===== config.mk =====
export PLATFORM = sky130hd
export DESIGN_NAME = fifo_1r1w_flat
export DESIGN_NICKNAME = d
export VERILOG_FILES = /design/src/rtl/fifo_1r1w_pkg.sv /design/src/rtl/fifo_1r1w_if.sv /design/src/rtl/fifo_1r1w_counter_roll.sv /design/src/rtl/fifo_1r1w.sv /design/src/flat_wrapper.sv
export SDC_FILE = /design/constraint.sdc
export NUM_CORES = 1
export LEC_CHECK = 0
export BUFFER_PORTS_ARGS = -buffer_cell sky130_fd_sc_hd__clkbuf_2
export CORE_ASPECT_RATIO = 0.6
export CORE_UTILIZATION = 65
export DETAILED_ROUTE_END_ITERATION = 16
export GPL_TIMING_DRIVEN = 0
export PLACE_DENSITY_LB_ADDON = 0.1
export SLEW_MARGIN = 20
export SYNTH_ARGS = -nofsm -noshare
export SYNTH_HDL_FRONTEND = slang
export SYNTH_SLANG_ARGS = --single-unit

===== constraint.sdc =====
create_clock -name clk_i -period 6.5 [get_ports clk_i]
set_clock_uncertainty 0.15 [all_clocks]
set_input_delay 0.325 -clock clk_i [delete_from_list [all_inputs] [get_ports clk_i]]
set_output_delay 0.325 -clock clk_i [all_outputs]
set_load 0.01 [all_outputs]

===== src/rtl/fifo_1r1w_pkg.sv =====
// Shared sizing helpers for fifo_1r1w: pointer/count widths and a depth legality check.
package fifo_pkg;

  function automatic int ptr_width(input int depth);
    return (depth <= 1) ? 1 : $clog2(depth);
  endfunction

  function automatic int cnt_width(input int depth);
    return $clog2(depth + 1);
  endfunction

  function automatic bit is_pow2(input int depth);
    return (depth >= 2) && ((depth & (depth - 1)) == 0);
  endfunction

endpackage


===== src/rtl/fifo_1r1w_if.sv =====
// Ready/valid bundle for fifo_1r1w; slave is the FIFO side, master the surrounding stages.
interface fifo_1r1w_if
  import fifo_pkg::*;
#(
  parameter int width_p = 8,
  parameter int depth_p = 16
) ();

  logic                             valid_i;
  logic [width_p-1:0]               data_i;
  logic                             ready_o;
  logic                             valid_o;
  logic [width_p-1:0]               data_o;
  logic                             ready_i;
  logic [cnt_width(depth_p)-1:0]    count_o;

  modport slave (
    input  valid_i, data_i, ready_i,
    output ready_o, valid_o, data_o, count_o
  );

  modport master (
    output valid_i, data_i, ready_i,
    input  ready_o, valid_o, data_o, count_o
  );

endinterface


===== src/rtl/fifo_1r1w_counter_roll.sv =====
// Up/down counter that rolls over between 0 and max_val_p in both directions.
module counter_roll #(
  parameter int width_p     = 4,
  parameter int max_val_p   = 15,
  parameter int reset_val_p = 0
) (
  input  logic               clk_i,
  input  logic               reset_i,
  input  logic               up_i,
  input  logic               down_i,
  output logic [width_p-1:0] count_o
);

  localparam logic [width_p-1:0] max_lp = width_p'(max_val_p);
  localparam logic [width_p-1:0] rst_lp = width_p'(reset_val_p);

  logic [width_p-1:0] count_q, count_d;

  always_comb begin
    count_d = count_q;
    if (up_i && !down_i) begin
      count_d = (count_q == max_lp) ? '0 : count_q + width_p'(1);
    end else if (down_i && !up_i) begin
      count_d = (count_q == '0) ? max_lp : count_q - width_p'(1);
    end
  end

  always_ff @(posedge clk_i) begin
    if (reset_i) count_q <= rst_lp;
    else         count_q <= count_d;
  end

  assign count_o = count_q;

endmodule


===== src/rtl/fifo_1r1w.sv =====
// First-word-fall-through ready/valid FIFO with separate occupancy tracking.
// Define FIFO_BYPASS_EN to let a word pass straight through when empty and downstream is ready.
module fifo_1r1w
  import fifo_pkg::*;
#(
  parameter int width_p = 8,
  parameter int depth_p = 16
) (
  input  logic        clk_i,
  input  logic        reset_i,
  fifo_1r1w_if.slave  bus
);

  localparam int ptr_w_lp = ptr_width(depth_p);
  localparam int cnt_w_lp = cnt_width(depth_p);
  localparam logic [cnt_w_lp-1:0] full_lp = cnt_w_lp'(depth_p);

  if (!is_pow2(depth_p)) begin : g_depth_check
    $error("fifo_1r1w: depth_p must be a power of two and at least 2");
  end

  logic [width_p-1:0]  mem_q [depth_p];
  logic [ptr_w_lp-1:0] wr_ptr, rd_ptr;
  logic [cnt_w_lp-1:0] count_q, count_d;
  logic                push, pop, stored_valid, bypass;

  assign stored_valid = (count_q != '0);
  assign bus.ready_o  = !reset_i && (count_q != full_lp);

`ifdef FIFO_BYPASS_EN
  // An empty FIFO with a ready consumer hands the incoming word over directly.
  assign bypass      = !reset_i && !stored_valid && bus.valid_i && bus.ready_i;
  assign bus.valid_o = stored_valid || bypass;
  assign bus.data_o  = bypass ? bus.data_i : mem_q[rd_ptr];
`else
  assign bypass      = 1'b0;
  assign bus.valid_o = stored_valid;
  assign bus.data_o  = mem_q[rd_ptr];
`endif

  assign push        = bus.valid_i && bus.ready_o && !bypass;
  assign pop         = stored_valid && bus.ready_i;
  assign bus.count_o = count_q;

  counter_roll #(
    .width_p    (ptr_w_lp),
    .max_val_p  (depth_p - 1),
    .reset_val_p(0)
  ) u_wr_ptr (
    .clk_i  (clk_i),
    .reset_i(reset_i),
    .up_i   (push),
    .down_i (1'b0),
    .count_o(wr_ptr)
  );

  counter_roll #(
    .width_p    (ptr_w_lp),
    .max_val_p  (depth_p - 1),
    .reset_val_p(0)
  ) u_rd_ptr (
    .clk_i  (clk_i),
    .reset_i(reset_i),
    .up_i   (pop),
    .down_i (1'b0),
    .count_o(rd_ptr)
  );

  always_ff @(posedge clk_i) begin
    if (push) mem_q[wr_ptr] <= bus.data_i;
  end

  always_comb begin
    count_d = count_q;
    case ({push, pop})
      2'b10:   count_d = count_q + cnt_w_lp'(1);
      2'b01:   count_d = count_q - cnt_w_lp'(1);
      default: count_d = count_q;
    endcase
  end

  always_ff @(posedge clk_i) begin
    if (reset_i) count_q <= '0;
    else         count_q <= count_d;
  end

endmodule


===== src/flat_wrapper.sv =====
// flat-port wrapper written by rule: the top's interface ports become plain ports
module fifo_1r1w_flat import fifo_pkg::*;
#(
  parameter int width_p = 8,
  parameter int depth_p = 16
)
  (clk_i, reset_i, bus_valid_i, bus_data_i, bus_ready_i, bus_ready_o, bus_valid_o, bus_data_o, bus_count_o);
  fifo_1r1w_if #(.width_p(width_p), .depth_p(depth_p)) bus_i ();
  input  logic clk_i;
  input  logic reset_i;
  input wire logic [$bits(bus_i.valid_i)-1:0] bus_valid_i;
  input wire logic [$bits(bus_i.data_i)-1:0] bus_data_i;
  input wire logic [$bits(bus_i.ready_i)-1:0] bus_ready_i;
  output wire logic [$bits(bus_i.ready_o)-1:0] bus_ready_o;
  output wire logic [$bits(bus_i.valid_o)-1:0] bus_valid_o;
  output wire logic [$bits(bus_i.data_o)-1:0] bus_data_o;
  output wire logic [$bits(bus_i.count_o)-1:0] bus_count_o;
  assign bus_i.valid_i = bus_valid_i;
  assign bus_i.data_i = bus_data_i;
  assign bus_i.ready_i = bus_ready_i;
  assign bus_ready_o = bus_i.ready_o;
  assign bus_valid_o = bus_i.valid_o;
  assign bus_data_o = bus_i.data_o;
  assign bus_count_o = bus_i.count_o;
  fifo_1r1w #(.width_p(width_p), .depth_p(depth_p)) u_core (.clk_i(clk_i), .reset_i(reset_i), .bus(bus_i));
endmodule

After elaboration in Yosys (flattened, before gate mapping):

Memory sizes are Yosys's and may differ from the RTL's. A register that Yosys moved wholly into a read port is not among the register bits.
Index checks and enable logic that the tools add are counted.

* $add $sub $neg: 4
* equality and inequality tests: 5
* muxes and demuxes: 7
* reduce and logical (&&, ||, !) cells: 6

Operator list (number)
* 2-to-1 mux 4 bit: 4
* one-hot mux 5 bit (2 select lines): 1
* adder 4 x 1 -> 4 bit, second input constant: 2
* equality test 4 bit, second input constant: 2
* adder 5 x 1 -> 5 bit, second input constant: 1
* != test 5 bit, second input constant: 1
* nonzero test 5 bit: 1
* subtractor 5 x 1 -> 5 bit, second input constant: 1
* logical AND 1 bit: 3
* equality test 2 x 1 -> 1 bit, second input constant: 1
* equality test 2 bit, second input constant: 1
* 2-to-1 mux 1 bit: 2
* nonzero test 2 bit: 1
* logical NOT 1 bit: 1

* register bits after elaboration: 13
* memory bits (writable): 128
* bits of input ports: 12
* output and inout bits: 15
* logic and storage cells: 26
* memories: 1

Memories
* u_core.mem_q: words 16, bits a word 8, rd ports 1, clocked after Yosys merged registers in 1, write ports 1, line fifo_1r1w.sv:22 `logic [width_p-1:0] mem_q [depth_p];`

Logic depth before layout (Yosys ltp):

* depth in word-level cells: 5
* depth in mapped cells: 12

Cells and area by module:

From an unflattened synthesis, not the netlist that was laid out.

* cells, all modules: 350
* area, all modules: 5967.0 sq um

Modules (own cells, without submodules)
* fifo_1r1w: instances 1, cells an instance 278, area each 5393.9 sq um, seq. area each 3943.8 sq um
* counter_roll: instances 2, cells an instance 36, area each 286.5 sq um, seq. area each 80.1 sq um

Least setup slack after synthesis:

Ideal clock, no wire load.

* path kind: reg2reg
* start: register u_core.count_q[1] (netlist: u_core.bus.count_o[1])
* end: register u_core.count_q[4] (netlist: u_core.bus.count_o[4])
* arrival time: 2724 ps
* path slack: 3503 ps
* cell stages (with the launch flop): 13
* path buffers: 2
* period minus slack after synthesis: 2997 ps
* path through: dfxtp_1 > buf_2 > or4_1 > o21ai_2 > inv_1 > ha_1 > clkbuf_1 > xor2_1 > ha_1 > and3b_1 > o21ai_0 > a31oi_1 > mux2_1

* word-level cells in the longest chain between the ends: 5

Ends and longest elaborated chain
* start: declaration: line fifo_1r1w.sv:24 `logic [cnt_w_lp-1:0] count_q, count_d;`
* start signal: assignment: line fifo_1r1w.sv:84 `else count_q <= count_d;`
* != test 5 bit: line fifo_1r1w.sv:28 `assign bus.ready_o = !reset_i && (count_q != full_lp);`
* logical AND 1 bit: line fifo_1r1w.sv:28
* logical AND 1 bit: line fifo_1r1w.sv:41 `assign push = bus.valid_i && bus.ready_o && !bypass;`
* equality test 2 x 1 -> 1 bit or equality test 2 bit (tied branches): line fifo_1r1w.sv:75 `case ({push, pop})`
* one-hot mux 5 bit (2 select lines) or nonzero test 2 bit (tied branches)

Parallel ways exist; a longest one is shown, timed or not.
A chain may end at the register's enable or synchronous reset.

Worst setup path in the final report:

Ends and elaborated chain as after synthesis.

==> metrics.cfg <==
[outcome]
outcome=complete, no violations

[floorplanning]
start_util=0.684
dieArea_um2=9580
core.rowCount=26
io_pins=27
die_h_um=76.2
fp.coreArea_um2=8720
die_width_um=126

[global_routing]
grt_pass1_wl_um=18600
grt_pass1_vias=3063
grt_start_max_net_pins=17
gr-total-overflow=0
gr-usage-all-layers=0.288
antenna_found_initial=1

[clock_tree]
cts_buffers=17
cts_buffer_depth=2
tritoncts=yes
clk_latency_ns=0.42
cts_resized=0
cts.htree.levels=4
root_buffer=clkbuf_16
cts_hold_buf=0
cts_setup_buffers=0
clkTransAtPathRegs_ns=0.05
cts_sinks=145

[logic_synthesis]
synth_edf_count=128
async_flop_share=0
syn_inst=298
syn_area_um2=5960
yosysSeqAreaShare=0.701
yosys_register_bits=145
synthDistinctLibCells=42
syn_area_per_cell_um2=20.0
synthFlopType=edfxtp_1
yosys_warnings=0
syn_nets=318

[critical_path]
worst_r2r_path_depth=12
rr_startpoint=u_core.bus.count_o[1]
required_ns=6.65
rrSetupSlack_ns=3.02
crit_path_start=u_core.bus.count_o[1]
crit_fanout=9
cp-endpoint=u_core.bus.count_o[4]
crit_path_end_kind=register
worstPathArrival_ns=3.63
reg2reg_to=u_core.bus.count_o[4]
worstSetupStartpointType=register
critPathKind=reg -> reg

[placed_design]
port_buffers=25
dp.cells=435
gp_congestion=0.743
placed_cell_area_um2=6230
dp_hpwl_um=7790
pre_cts_ws_ns=3.06

[timing]
period_minus_slack_ns=3.48
finalMaxSlewViolations=0
setup_viol=0
tightestPinTransition_ns=0.837
worst_slack_ns=3.02
finalSetupTns_ns=0
hold_viol=0
timing.fmax_ghz=0.287
period_share=0.536
rsz0062_at_grt=false
slew_headroom=0.440

[cells_and_area]
finish.instance_area_um2=6750
areaGrowthSynthToFinish_pct=13.1
insertedDiodeCount=0
drive_gt1_frac=0.214
nets=362
stdcell_count=467
mostFrequentLayoutCells=edfxtp_1 (128), clkbuf_2 (25), mux4_1 (24)
fillers=486
final_common_cell=edfxtp_1

[route]
route.met3.wl_um=959
wl_per_cell_um=26.3
wl_met2_um=5530
postRouteAntennaNets=0
vias_per_cell=6.61
dr.pass1.iters=5
top_layer=met4
drtIter0Drc=289
wl_met1_um=5600
vias=3085
postRouteWirelength_um=12300
drc=0

[pwr]
ir_worst_vdd_mv=0.286
power.density_nw_per_um2=372
leakage_nw=2.29
finalPower_mw=2.51

[hold_path]
hp-class=in -> reg

[flow_run]
cap_violations=0

[cells by family after synthesis]
group,after synthesis,synth area share
AND/OR/NAND/NOR,43,0.0428
adder cells (fa/ha/maj),8,0.0168
multiplexers,45,0.175
buffers and inverters,25,0.0241
XOR/XNOR,4,0.00587
flip-flops,145,0.701
AO/OA/AOI/OAI,28,0.0340
[power breakdown]
part,switching (mW),total [mW],leakage [nW],internal (mW)
clock network,0.341,0.861,0.257,0.520
logic,0.295,0.570,0.744,0.275
registers,0.0332,1.08,1.29,1.04
total,0.670,2.51,2.29,1.84
[synth_stat cells, types with 5 or more instances]
cell | count | area share
edfxtp_1 | 128 | 0.64
mux4_1 | 24 | 0.11
dfxtp_1 | 17 | 0.057
mux4_2 | 16 | 0.060
nor2_1 | 11 | 0.0069
inv_1 | 10 | 0.0063
and2_1 | 9 | 0.0094
ha_1 | 8 | 0.017
a21oi_1 | 7 | 0.0059
nor2b_1 | 5 | 0.0052
o21ai_0 | 5 | 0.0042
[per-stage QoR]
step / hold slack, ns / util
finish: 0.210 / 0.774
CTS: 0.183 / 0.774
global placement: 0.348 / 0.715
global route: 0.222 / 0.774
floorplan: 0.274 / -
detailed placement: 0.359 / 0.715
[worst max-delay path, cell delays in order (launching register included)]
cell and delay (ns):
dfxtp_1 0.31, buf_2 0.18, or4_1 0.59, o21ai_2 0.34, inv_1 0.12, ha_1 0.21
clkbuf_1 0.19, xor2_1 0.18, ha_1 0.21, and3b_1 0.18, o21ai_0 0.08, a31oi_1 0.26
mux2_1 0.36
[final cells by class]
type                            instances  area (µm²)  area share
Sequential cell                       145        4180       0.620
Tap cell                              112         140      0.0208
Clock buffer                           24         452      0.0670
Buffer                                 15         106      0.0158
Timing Repair Buffer                   25         125      0.0185
Clock inverter                          8        63.8     0.00946
Inverter                               10        37.5     0.00556
Multi-Input combinational cell        128        1640       0.243
[routing by layer]
layer,global-route usage,up-vias
li1,-,1321
met4,0.110,0
met3,0.0794,16
met2,0.401,134
met5,0,-
met1,0.440,1614
[sequential cells by signal, indices dropped and copies added, names as in the netlist, named ones only]
| name | count |
|---|---|
| u_core.u_rd_ptr.count_o | 4 |
| u_core.bus.count_o | 5 |
| u_core.mem_q | 128 |
| u_core.u_wr_ptr.count_o | 4 |
[worst min path at each step]
stage | start | end | cells past startpoint
CTS | bus_ready_i | register | 4
global route | bus_data_i[3] | u_core.mem_q[7][3] | 1
global placement | u_core.u_rd_ptr.count_o[0] | u_core.u_rd_ptr.count_o[0] | 2
detailed placement | u_core.u_rd_ptr.count_o[0] | u_core.u_rd_ptr.count_o[0] | 2
floorplan | bus_data_i[0] | u_core.mem_q[0][0] | 0
finish | bus_data_i[3] | u_core.mem_q[4][3] | 1
Note: power is estimated with default switching activity, not from simulation.
